### config.mk
export PLATFORM = sky130hd
export DESIGN_NAME = velocity_tick_gen
export DESIGN_NICKNAME = d
export VERILOG_FILES = /design/src/rtl/velocity_tick_gen.sv
export SDC_FILE = /design/constraint.sdc
export NUM_CORES = 1
export LEC_CHECK = 0
export BUFFER_PORTS_ARGS = -buffer_cell sky130_fd_sc_hd__buf_4
export CORE_ASPECT_RATIO = 1.1
export CORE_MARGIN = 3
export CORE_UTILIZATION = 50
export CTS_CLUSTER_SIZE = 8
export DETAILED_ROUTE_END_ITERATION = 8
export PLACE_DENSITY = 0.66
export SLEW_MARGIN = 20
export SYNTH_ARGS = -nofsm -noshare
export SYNTH_HDL_FRONTEND = slang
export SYNTH_SLANG_ARGS = --single-unit
### constraint.sdc
create_clock -name clock -period 7.3 [get_ports clock]
set_input_delay 0.73 -clock clock [delete_from_list [all_inputs] [get_ports clock]]
set_output_delay 0.73 -clock clock [all_outputs]
set_load 0.03 [all_outputs]
### src/rtl/velocity_tick_gen.sv
`default_nettype none
// ============================================================================
//  Module   : velocity_tick_gen
//  Purpose  : Source side of the delivery game's velocity selection.
//             - Seven free-running tick generators produce one-cycle strobes
//               v0 (slowest) .. v6 (fastest) for velocity_mux to choose from.
//             - sel_player: player speed code, stepped by rising edges of the
//               debounced speed_up / speed_down buttons, saturating 0..3.
//             - sel_base: game level code, advanced every DELIV_PER_LEVEL
//               deliveries, saturating at 3, with a level_up pulse per step.
//  Ports    :
//    clock       in   1  system clock
//    reset       in   1  asynchronous, active-high reset
//    clear       in   1  synchronous game restart (same effect as reset)
//    enable      in   1  1 = tick counters run, 0 = counters hold, no ticks
//    speed_up    in   1  debounced level, player speed increase request
//    speed_down  in   1  debounced level, player speed decrease request
//    delivered   in   1  one-cycle pulse per completed delivery
//    v0..v6      out  1  registered tick strobes
//    sel_base    out  2  level code
//    sel_player  out  2  player speed code
//    level_up    out  1  one-cycle pulse when sel_base increments
//  Revision : 1.0  initial release
// ============================================================================
module velocity_tick_gen #(
    parameter int PERIOD0         = 50_000_000,
    parameter int PERIOD1         = 40_000_000,
    parameter int PERIOD2         = 30_000_000,
    parameter int PERIOD3         = 20_000_000,
    parameter int PERIOD4         = 12_500_000,
    parameter int PERIOD5         = 8_000_000,
    parameter int PERIOD6         = 5_000_000,
    parameter int DELIV_PER_LEVEL = 4
) (
    input  logic       clock,
    input  logic       reset,
    input  logic       clear,
    input  logic       enable,
    input  logic       speed_up,
    input  logic       speed_down,
    input  logic       delivered,
    output logic       v0,
    output logic       v1,
    output logic       v2,
    output logic       v3,
    output logic       v4,
    output logic       v5,
    output logic       v6,
    output logic [1:0] sel_base,
    output logic [1:0] sel_player,
    output logic       level_up
);

    // ------------------------------------------------------------------------
    // Tick generators
    // ------------------------------------------------------------------------
    // Maps a generator index to its period so the counters can be built in a
    // single generate loop.
    function automatic int period_of(input int idx);
        case (idx)
            0:       return PERIOD0;
            1:       return PERIOD1;
            2:       return PERIOD2;
            3:       return PERIOD3;
            4:       return PERIOD4;
            5:       return PERIOD5;
            default: return PERIOD6;
        endcase
    endfunction

    logic [6:0] w_tick;

    generate
        for (genvar k = 0; k < 7; k++) begin : g_tick
            localparam int c_period = period_of(k);
            localparam int c_cnt_w  = $clog2(c_period);
            localparam logic [c_cnt_w-1:0] c_last = c_cnt_w'(c_period - 1);

            logic [c_cnt_w-1:0] r_cnt;
            logic               r_tick;

            // The strobe is registered off the terminal count, so it appears
            // in the cycle after the counter sits at PERIOD-1. While paused
            // the count is frozen, which preserves phase across the pause.
            always_ff @(posedge clock or posedge reset) begin
                if (reset) begin
                    r_cnt  <= '0;
                    r_tick <= 1'b0;
                end else if (clear) begin
                    r_cnt  <= '0;
                    r_tick <= 1'b0;
                end else if (enable) begin
                    if (r_cnt == c_last) begin
                        r_cnt  <= '0;
                        r_tick <= 1'b1;
                    end else begin
                        r_cnt  <= r_cnt + c_cnt_w'(1);
                        r_tick <= 1'b0;
                    end
                end else begin
                    r_tick <= 1'b0;
                end
            end

            assign w_tick[k] = r_tick;
        end
    endgenerate

    assign v0 = w_tick[0];
    assign v1 = w_tick[1];
    assign v2 = w_tick[2];
    assign v3 = w_tick[3];
    assign v4 = w_tick[4];
    assign v5 = w_tick[5];
    assign v6 = w_tick[6];

    // ------------------------------------------------------------------------
    // Player speed select
    // ------------------------------------------------------------------------
    logic       r_up_prev;
    logic       r_dn_prev;
    logic [1:0] r_sel_player;
    logic       w_up_edge;
    logic       w_dn_edge;

    assign w_up_edge = speed_up & ~r_up_prev;
    assign w_dn_edge = speed_down & ~r_dn_prev;

    // Simultaneous up and down edges cancel; held levels produce no edge.
    always_ff @(posedge clock or posedge reset) begin
        if (reset) begin
            r_up_prev    <= 1'b0;
            r_dn_prev    <= 1'b0;
            r_sel_player <= 2'd0;
        end else if (clear) begin
            r_up_prev    <= 1'b0;
            r_dn_prev    <= 1'b0;
            r_sel_player <= 2'd0;
        end else begin
            r_up_prev <= speed_up;
            r_dn_prev <= speed_down;
            if (w_up_edge && !w_dn_edge && (r_sel_player != 2'd3)) begin
                r_sel_player <= r_sel_player + 2'd1;
            end else if (w_dn_edge && !w_up_edge && (r_sel_player != 2'd0)) begin
                r_sel_player <= r_sel_player - 2'd1;
            end
        end
    end

    assign sel_player = r_sel_player;

    // ------------------------------------------------------------------------
    // Level select
    // ------------------------------------------------------------------------
    // A single-delivery level still needs a one-bit counter to stay legal.
    localparam int c_deliv_w = (DELIV_PER_LEVEL > 1) ? $clog2(DELIV_PER_LEVEL) : 1;
    localparam logic [c_deliv_w-1:0] c_deliv_last = c_deliv_w'(DELIV_PER_LEVEL - 1);

    logic [c_deliv_w-1:0] r_deliv_cnt;
    logic [1:0]           r_sel_base;
    logic                 r_level_up;

    // The delivery counter keeps wrapping at the top level so the count
    // stays bounded; only the select and pulse saturate.
    always_ff @(posedge clock or posedge reset) begin
        if (reset) begin
            r_deliv_cnt <= '0;
            r_sel_base  <= 2'd0;
            r_level_up  <= 1'b0;
        end else if (clear) begin
            r_deliv_cnt <= '0;
            r_sel_base  <= 2'd0;
            r_level_up  <= 1'b0;
        end else begin
            r_level_up <= 1'b0;
            if (delivered) begin
                if (r_deliv_cnt == c_deliv_last) begin
                    r_deliv_cnt <= '0;
                    if (r_sel_base != 2'd3) begin
                        r_sel_base <= r_sel_base + 2'd1;
                        r_level_up <= 1'b1;
                    end
                end else begin
                    r_deliv_cnt <= r_deliv_cnt + c_deliv_w'(1);
                end
            end
        end
    end

    assign sel_base = r_sel_base;
    assign level_up = r_level_up;

endmodule
`default_nettype wire

**Word level (Yosys, flattened, before mapping)**

Cells that the tools add are included.
Widths: inputs -> output; s select.

- Logic and storage cells: 116
- Flip-flop bits (word level): 188
- Input bits: 7

- Reduce and logical (&&, ||, !) cells: 13
- Add/sub/neg operators: 11
- Mux-type cells: 58
- Bitwise operators: 4
- Equal/unequal tests: 10

Operators with widths:

| cell | count |
|---|---|
| $mux 26 | 6 |
| $mux 25 | 6 |
| $mux 23 | 6 |
| $mux 24 | 3 |
| $add 26x1->26 const B | 2 |
| $eq 26x26->1 const B | 2 |
| $add 25x1->25 const B | 2 |
| $eq 25x25->1 const B | 2 |
| $add 23x1->23 const B | 2 |
| $eq 23x23->1 const B | 2 |
| $mux 1 | 27 |
| $add 24x1->24 const B | 1 |
| $eq 24x24->1 const B | 1 |
| $mux 2 | 10 |
| $reduce_bool 2->1 | 5 |
| $add 2x1->2 const B | 3 |
| $logic_and 1x1->1 | 4 |
| $ne 2x2->1 const B | 2 |
| $reduce_and 3->1 | 1 |
| $reduce_bool 3->1 | 1 |
| $and 1x1->1 | 2 |
| $eq 2x2->1 const B | 1 |
| $logic_not 1->1 | 2 |
| $not 1->1 | 2 |
| $sub 2x1->2 const B | 1 |

**Logic depth before layout (Yosys ltp)**

Gate-level depths: netlist of run 1.

- Word-level depth: 8
- Depth in mapped cells: 7
- Depth with buffers taken out: 6

**Least setup slack after synthesis of run 1**

Ideal clock, no wire load.

- Path kind: input-to-reg
- From: input port clear
- To: register g_tick[6].r_cnt[17]
- Cell stages on the path: 6
- Slack: 5.124 ns
- Required time: 7.161 ns
- Arrival time: 2.037 ns
- Cell sequence: clkbuf_1 -> o211ai_1 -> nor4_1 -> nand4_1 -> xor2_1 -> nor2_1

- Cells in the longest elaborated chain, start to end: 1

Ends and longest elaborated chain:

| element | RTL line | RTL |
|---|---|---|
| start: declaration | 37 | `input logic clear,` |
| $mux 23 or $reduce_bool 2->1 (tied branches) | - |  |
| end signal: assignment | 97 | `r_cnt <= r_cnt + c_cnt_w'(1);` |
| end: declaration | 79 | `logic [c_cnt_w-1:0] r_cnt;` |

Parallel ways exist; a longest one is shown, timed or not.
A chain may end at the register's enable or synchronous reset.

**Final worst setup path of run 1**

- From: input port enable
- To: register g_tick[0].r_cnt[11]

- Cells in the longest elaborated chain, start to end: 1

Ends and longest elaborated chain:

| element | RTL line | RTL |
|---|---|---|
| start: declaration | 38 | `input logic enable,` |
| $reduce_bool 2->1 (no line) | - |  |
| end signal: assignment | 97 |  |
| end: declaration | 79 |  |

No other way between the ends.

==> results of run 1 <==
routing by layer:
layer,vias up,global-route usage [%]
met3,9,3.59
met1,4045,30.1
met4,0,4.75
met2,161,34.2
met5,-,0
li1,4038,-
through the flow:
stage / setup slack (ns) / total power [mW] / hold WS [ns] / cells
after CTS: 4.60 / 2.10 / 0.478 / 1385
after floorplan: 1.46 / 1.14 / 0.465 / 1116
after global placement: 4.10 / 1.17 / 0.492 / 1353
after global routing: 4.39 / 2.16 / 0.483 / 1386
final: 4.54 / 2.07 / 0.434 / 1386
after detailed placement: 4.14 / 1.17 / 0.507 / 1353
worst paths after layout:
path / slack (ns) / depth (start not counted) / end / startpoint
worst max register to register: 4.69 / 7 / g_tick[4].r_cnt[10] / g_tick[4].r_cnt[0]
min in group clock: 0.53 / 1 / g_tick[4].r_cnt[21] / g_tick[4].r_cnt[21]
worst min-delay path: 0.43 / 2 / level_up / reset
worst min register to register: 0.53 / 1 / g_tick[4].r_cnt[21] / g_tick[4].r_cnt[21]
worst max-delay path: 4.54 / 8 / g_tick[0].r_cnt[11] / enable
max in group asynchronous: 5.61 / 4 / g_tick[1].r_cnt[11] / reset
kinds of logic after synthesis:
| family | after synthesis | share of synthesized area, % |
|---|---|---|
| buffers and inverters | 56 | 2.20 |
| muxes | 12 | 1.19 |
| DFF | 188 | 46.2 |
| AOI/OAI and AO/OA | 134 | 8.80 |
| xor gates and xnor gates | 108 | 9.29 |
| adders and majority gates | 10 | 1.23 |
| and+or+nand+nor | 608 | 31.1 |
power groups by stage:
stage / registers (mW) / logic [mW] / clock network [mW]
after global routing: 1.06 / 0.105 / 0.992
after floorplan: 1.08 / 0.0634 / 0
final: 1.06 / 0.0928 / 0.923
after global placement: 1.08 / 0.0922 / 0
after detailed placement: 1.08 / 0.0938 / 0
after CTS: 1.06 / 0.0939 / 0.949
layout make-up:
class	count	share of cell area (%)
sequential	188	42.2
multi-input combinational	872	47.2
tap	252	2.83
clock buffer	23	4.29
timing repair buffer	27	1.93
clock inverter	9	0.998
inverter	15	0.572
synthesized netlist by cell type (all sizes together) (10+ instances only):
| cell type | instances | share of area, % |
|---|---|---|
| a21oi | 34 | 1.7 |
| a32o | 10 | 0.98 |
| and2 | 11 | 0.68 |
| and3 | 21 | 1.3 |
| and4 | 14 | 1.2 |
| buf | 14 | 0.65 |
| clkbuf | 27 | 1.0 |
| dfrtp | 188 | 46 |
| ha | 10 | 1.2 |
| inv | 14 | 0.52 |
| mux2i | 11 | 1.1 |
| nand2 | 111 | 4.1 |
| nand3 | 73 | 3.6 |
| nand4 | 61 | 4.0 |
| nor2 | 177 | 6.5 |
| nor3 | 35 | 1.7 |
| nor4 | 40 | 3.1 |
| o21ai | 38 | 1.9 |
| xnor2 | 32 | 2.8 |
| xor2 | 76 | 6.5 |
sequential cells by signal, summed over array words and instances (netlist names):
name and flops:
r_deliv_cnt 2, r_dn_prev 1, v2 1, sel_base 2, v0 1, sel_player 2
v1 1, r_up_prev 1, level_up 1, v6 1, g_tick.r_cnt 172, v3 1
v4 1, v5 1
worst register-to-register path: stages (launching register included):
cell	delay, ns
dfrtp_1	0.42
ha_1	0.21
nand4_1	0.21
nor2_1	0.27
nand4_1	0.32
o21ai_1	0.70
buf_4	0.30
nor2_1	0.07
==> flow_summary_export.csv, run 1 <==
group,metric,value,unit
clock_tree,cts_root_buffer,"clkbuf_16",
setup_path,path_cells,"buf_4 > buf_4 > nor2_2 > buf_4 > nor4_2 > nand3_1 > xor2_1 > nor2_1",
detailed_routing,dr_wl_met3,778,um
timing,min_period_over_period,37.8,%
timing,rsz0062_at_grt,"no",
power,combinationalPowerShare,4.5,%
setup_path,worstPathRequired,7.58,ns
setup_path,start_kind,"input pin",
clock_tree,clkSinkCount,188,
global_route,grt_overflow,0,
floorplanning,std_cell_rows,54,
timing,hold_viol_final,0,
setup_path,slowest_stage,"nor4_2",
place,place_area,10500,um^2
detailed_routing,met2WireLength,10700,um
synthesis,syn_nets,1133,
synthesis,synth_seq_cells,188,
finish,multi_input_area,5270,um^2
clock_tree,cts_made_buffers,17,
run,cap_violations,0,
synthesis,synthFlopType,"dfrtp_1",
power,p_switching,0.469,mW
power,switching_share,22.6,%
setup_path,worst-setup-path-type,"input pin to flip-flop",
global_route,antenna_found_initial,0,
setup_path,path_delay_family,"simple AND/OR/NAND/NOR gates",
power,intPower,1.60,mW
finish,area_growth,9.51,%
clock_tree,cts_setup_buffers,0,
power,clock_power_share,44.5,%
timing,fmax,363,MHz
finish,design_area,11200,um^2
setup_path,endpoint_kind,"flip-flop",
detailed_routing,highest_layer,"met4",
floorplanning,core_area,19900,um^2
detailed_routing,vias_per_cell,5.95,
clock_tree,clock_path_buffers,2,
synthesis,netlist_area,10200,um^2
timing,worst_pin_slew,0.943,ns
global_route,grt_usage,21.2,%
detailed_routing,vias,8253,
finish,drive_gt1_share,7.50,%
setup_path,path_buf_inv,3,
synthesis,ys_types,67,
floorplanning,die_height,156,um
clock_tree,clk_pin_slew,0.07,ns
timing,drv_slew,0,
synthesis,async_reset_ff_share,100,%
finish,fin_util,56.0,%
detailed_routing,post-route-drc-count,0,
status,status,"completed",
timing,period_minus_slack,2.76,ns
global_route,grt_start_max_net_pins,111,
detailed_routing,post_drt_wl_per_cell,16.3,um
finish,final_cell_mix,"dfrtp_1 (188), nor2_1 (176), nand2_1 (111)",
power,sequentialPowerShare,51.0,%
finish,fillers,1781,
detailed_routing,wirelength,22600,um
global_route,grt_first_pass_wirelength,39100,um
timing,timing.setup.tns,0,ns
synthesis,avgSynthCellArea,9.13,um^2
power,ir_drop,0.125,mV
place,hpwlAfterDp,14800,um
power,leakagePower,4.46,nW
setup_path,slowest_delay,0.72,ns
detailed_routing,drtAntennaViolNets,0,
setup_path,crit_fanout,55,
power,powerDensity,186,nW/um^2
synthesis,seq_area_frac_synth,46.2,%
floorplanning,ios,19,
finish,final-seq-area,4700,um^2
place,gp_congestion,0.841,
synthesis,synth_edf_count,0,
detailed_routing,dr.pass1.iters,5,
global_route,grt_pass1_vias,7918,
detailed_routing,drtIter0Drc,581,
timing,setup_viol,0,
floorplanning,start_util,51.1,%
floorplanning,die_area,22100,um^2
clock_tree,cts.repair.resized,0,
finish,final_common_cell,"dfrtp_1",
floorplanning,die_x,142,um
setup_path,path_common_cell,"buf_4",
setup_path,worstPathArrival,3.04,ns
synthesis,yosys_warnings,0,
worst_hold_path,hp-class,"input pin to async pin",
clock_tree,cts_tree,"done",
clock_tree,worstSkewPairLatency,0.43,ns
clock_tree,cts.hold.buffers_added,0,
timing,relSlewSlack,36.6,%
finish,num-nets-final,1138,
detailed_routing,wl_met1,11000,um
clock_tree,htreeDepth,4,
place,port_buffers,18,
synthesis,syn_inst,1116,
finish,n_antenna_cell,0,
timing,fin_skew,0.0110,ns
Note: power is estimated with default switching activity, not from simulation.
==> run 2, diff against run 1 <==
Settings changed: PLACE_DENSITY 0.66 to 0.68.
Clock period 7.3 ns to 2.2 ns, I/O delays scaled along.
==> flow_summary_export.csv, run 2 (synthesis gave the netlist of run 1 again) <==
group,metric,value,unit
status,status,"completed",
timing,timing.setup.tns,0,ns
global_route,grt_pass1_vias,8295,
floorplanning,start_util,51.1,%
setup_path,crit_fanout,8,
detailed_routing,drtIter0Drc,505,
clock_tree,cts_tree,"done",
global_route,grt_busiest_layer,"met2",
finish,fin_util,58.2,%
global_route,grt_overflow,0,
power,leakagePower,4.73,nW
floorplanning,std_cell_rows,54,
timing,setup_viol,0,
finish,fillers,1795,
floorplanning,ios,19,
timing,relSlewSlack,40.0,%
timing,worst_pin_slew,0.896,ns
setup_path,worst-setup-path-type,"flip-flop to flip-flop",
detailed_routing,post_drt_wl_per_cell,16.1,um
place,gp_congestion,0.868,
clock_tree,clk_pin_slew,0.07,ns
power,powerDensity,599,nW/um^2
finish,n_antenna_cell,0,
clock_tree,clock_path_buffers,2,
detailed_routing,wirelength,23300,um
timing,fmax,486,MHz
place,port_buffers,18,
global_route,grt_util_met2,36.7,%
clock_tree,htreeDepth,4,
global_route,grt_util_met1,29.8,%
setup_path,worstPathArrival,2.37,ns
setup_path,start_kind,"flip-flop",
global_route,grt_first_pass_wirelength,40200,um
finish,final_common_cell,"dfrtp_1",
timing,period_minus_slack,2.06,ns
finish,multi_input_area,5280,um^2
detailed_routing,drtAntennaViolNets,0,
finish,drive_gt1_share,11.9,%
place,hpwlAfterDp,15800,um
detailed_routing,vias,8459,
timing,holdWs,0.0179,ns
floorplanning,die_height,156,um
global_route,grtUsageMet3,2.91,%
clock_tree,worstSkewPairLatency,0.44,ns
setup_path,endpoint_kind,"flip-flop",
finish,final-seq-area,4700,um^2
finish,area_growth,13.9,%
run,cap_violations,0,
finish,num-nets-final,1193,
clock_tree,cts_setup_buffers,0,
timing,fin_skew,0.0112,ns
timing,hold_viol_final,0,
timing,drv_slew,0,
floorplanning,die_area,22100,um^2
power,ir_drop,0.538,mV
clock_tree,cts_made_buffers,17,
global_route,grt_start_max_net_pins,97,
timing,min_period_over_period,93.4,%
finish,final_cell_mix,"dfrtp_1 (188), nor2_1 (176), nand2_1 (111)",
clock_tree,clkSinkCount,188,
place,placed_cells,1408,
finish,top_register,"g_tick.r_cnt",
floorplanning,core_area,19900,um^2
finish,fin_cells,1441,
detailed_routing,vias_per_cell,5.87,
worst_hold_path,hp-class,"input pin to flip-flop",
floorplanning,die_x,142,um
global_route,antenna_found_initial,0,
clock_tree,cts_root_buffer,"clkbuf_16",
global_route,grt_usage,21.9,%
setup_path,worstPathRequired,2.52,ns
detailed_routing,dr.pass1.iters,4,
finish,largest_reg_flops,172,
detailed_routing,post-route-drc-count,0,
-- run 2: per-stage QoR --
| stage | area, um^2 | worst slack (ns) | total power, mW |
|---|---|---|---|
| 2_1_floorplan | 10200 | -0.440 | 3.79 |
| 3_3_place_gp | 11000 | 0.176 | 3.93 |
| 3_5_place_dp | 11000 | 0.135 | 3.93 |
| 4_1_cts | 11600 | 0.0912 | 7.03 |
| 5_1_grt | 11600 | -0.00292 | 7.21 |
| 6_report | 11600 | 0.144 | 6.95 |
-- run 2: worst max-delay path, cell delays in order, from the launching register on --
cell and delay (ns):
dfrtp_1 0.42, ha_1 0.17, nand3_1 0.11, or4_1 0.58, or3_1 0.45, mux2i_1 0.16, nor2_1 0.05
-- run 2: final timing paths --
kind,startpoint,to,slack (ns),depth (start not counted)
max reg2reg,g_tick[1].r_cnt[0],g_tick[1].r_cnt[18],0.14,6
min reg2reg,g_tick[1].r_cnt[5],g_tick[1].r_cnt[5],0.52,1
min,speed_up,r_up_prev,0.02,2
min in group asynchronous,reset,level_up,0.24,3
max,g_tick[1].r_cnt[0],g_tick[1].r_cnt[18],0.14,6
max in group asynchronous,reset,g_tick[5].r_cnt[22],1.22,4
-- run 2: routing by layer --
metal	vias up	routed length [um]
met1	4134	11000
met4	0	358
met5	-	0
met3	28	615
li1	4159	-
met2	138	11300
-- run 2: final cells by class --
| class | instances | area share [%] |
|---|---|---|
| clock buffers | 20 | 3.85 |
| repair buffers | 82 | 5.65 |
| multi-input cells | 872 | 45.5 |
| well taps | 252 | 2.72 |
| flip-flops and latches | 188 | 40.5 |
| inverters | 15 | 0.518 |
| clock inverters | 12 | 1.21 |
-- run 2: timing repair --
item                                    4_1_cts  5_1_grt
endpoints found under the setup margin        0       10
hold buffers                                  1        0
endpoints found under the hold margin         2        0
resized for setup                             0        4
-- run 2: power breakdown --
group | internal, mW | switching [mW] | total, mW | leakage (nW)
Sequential | 3.48 | 0.0276 | 3.51 | 2.61
Combinational | 0.102 | 0.251 | 0.353 | 1.84
Clock | 1.72 | 1.37 | 3.08 | 0.277
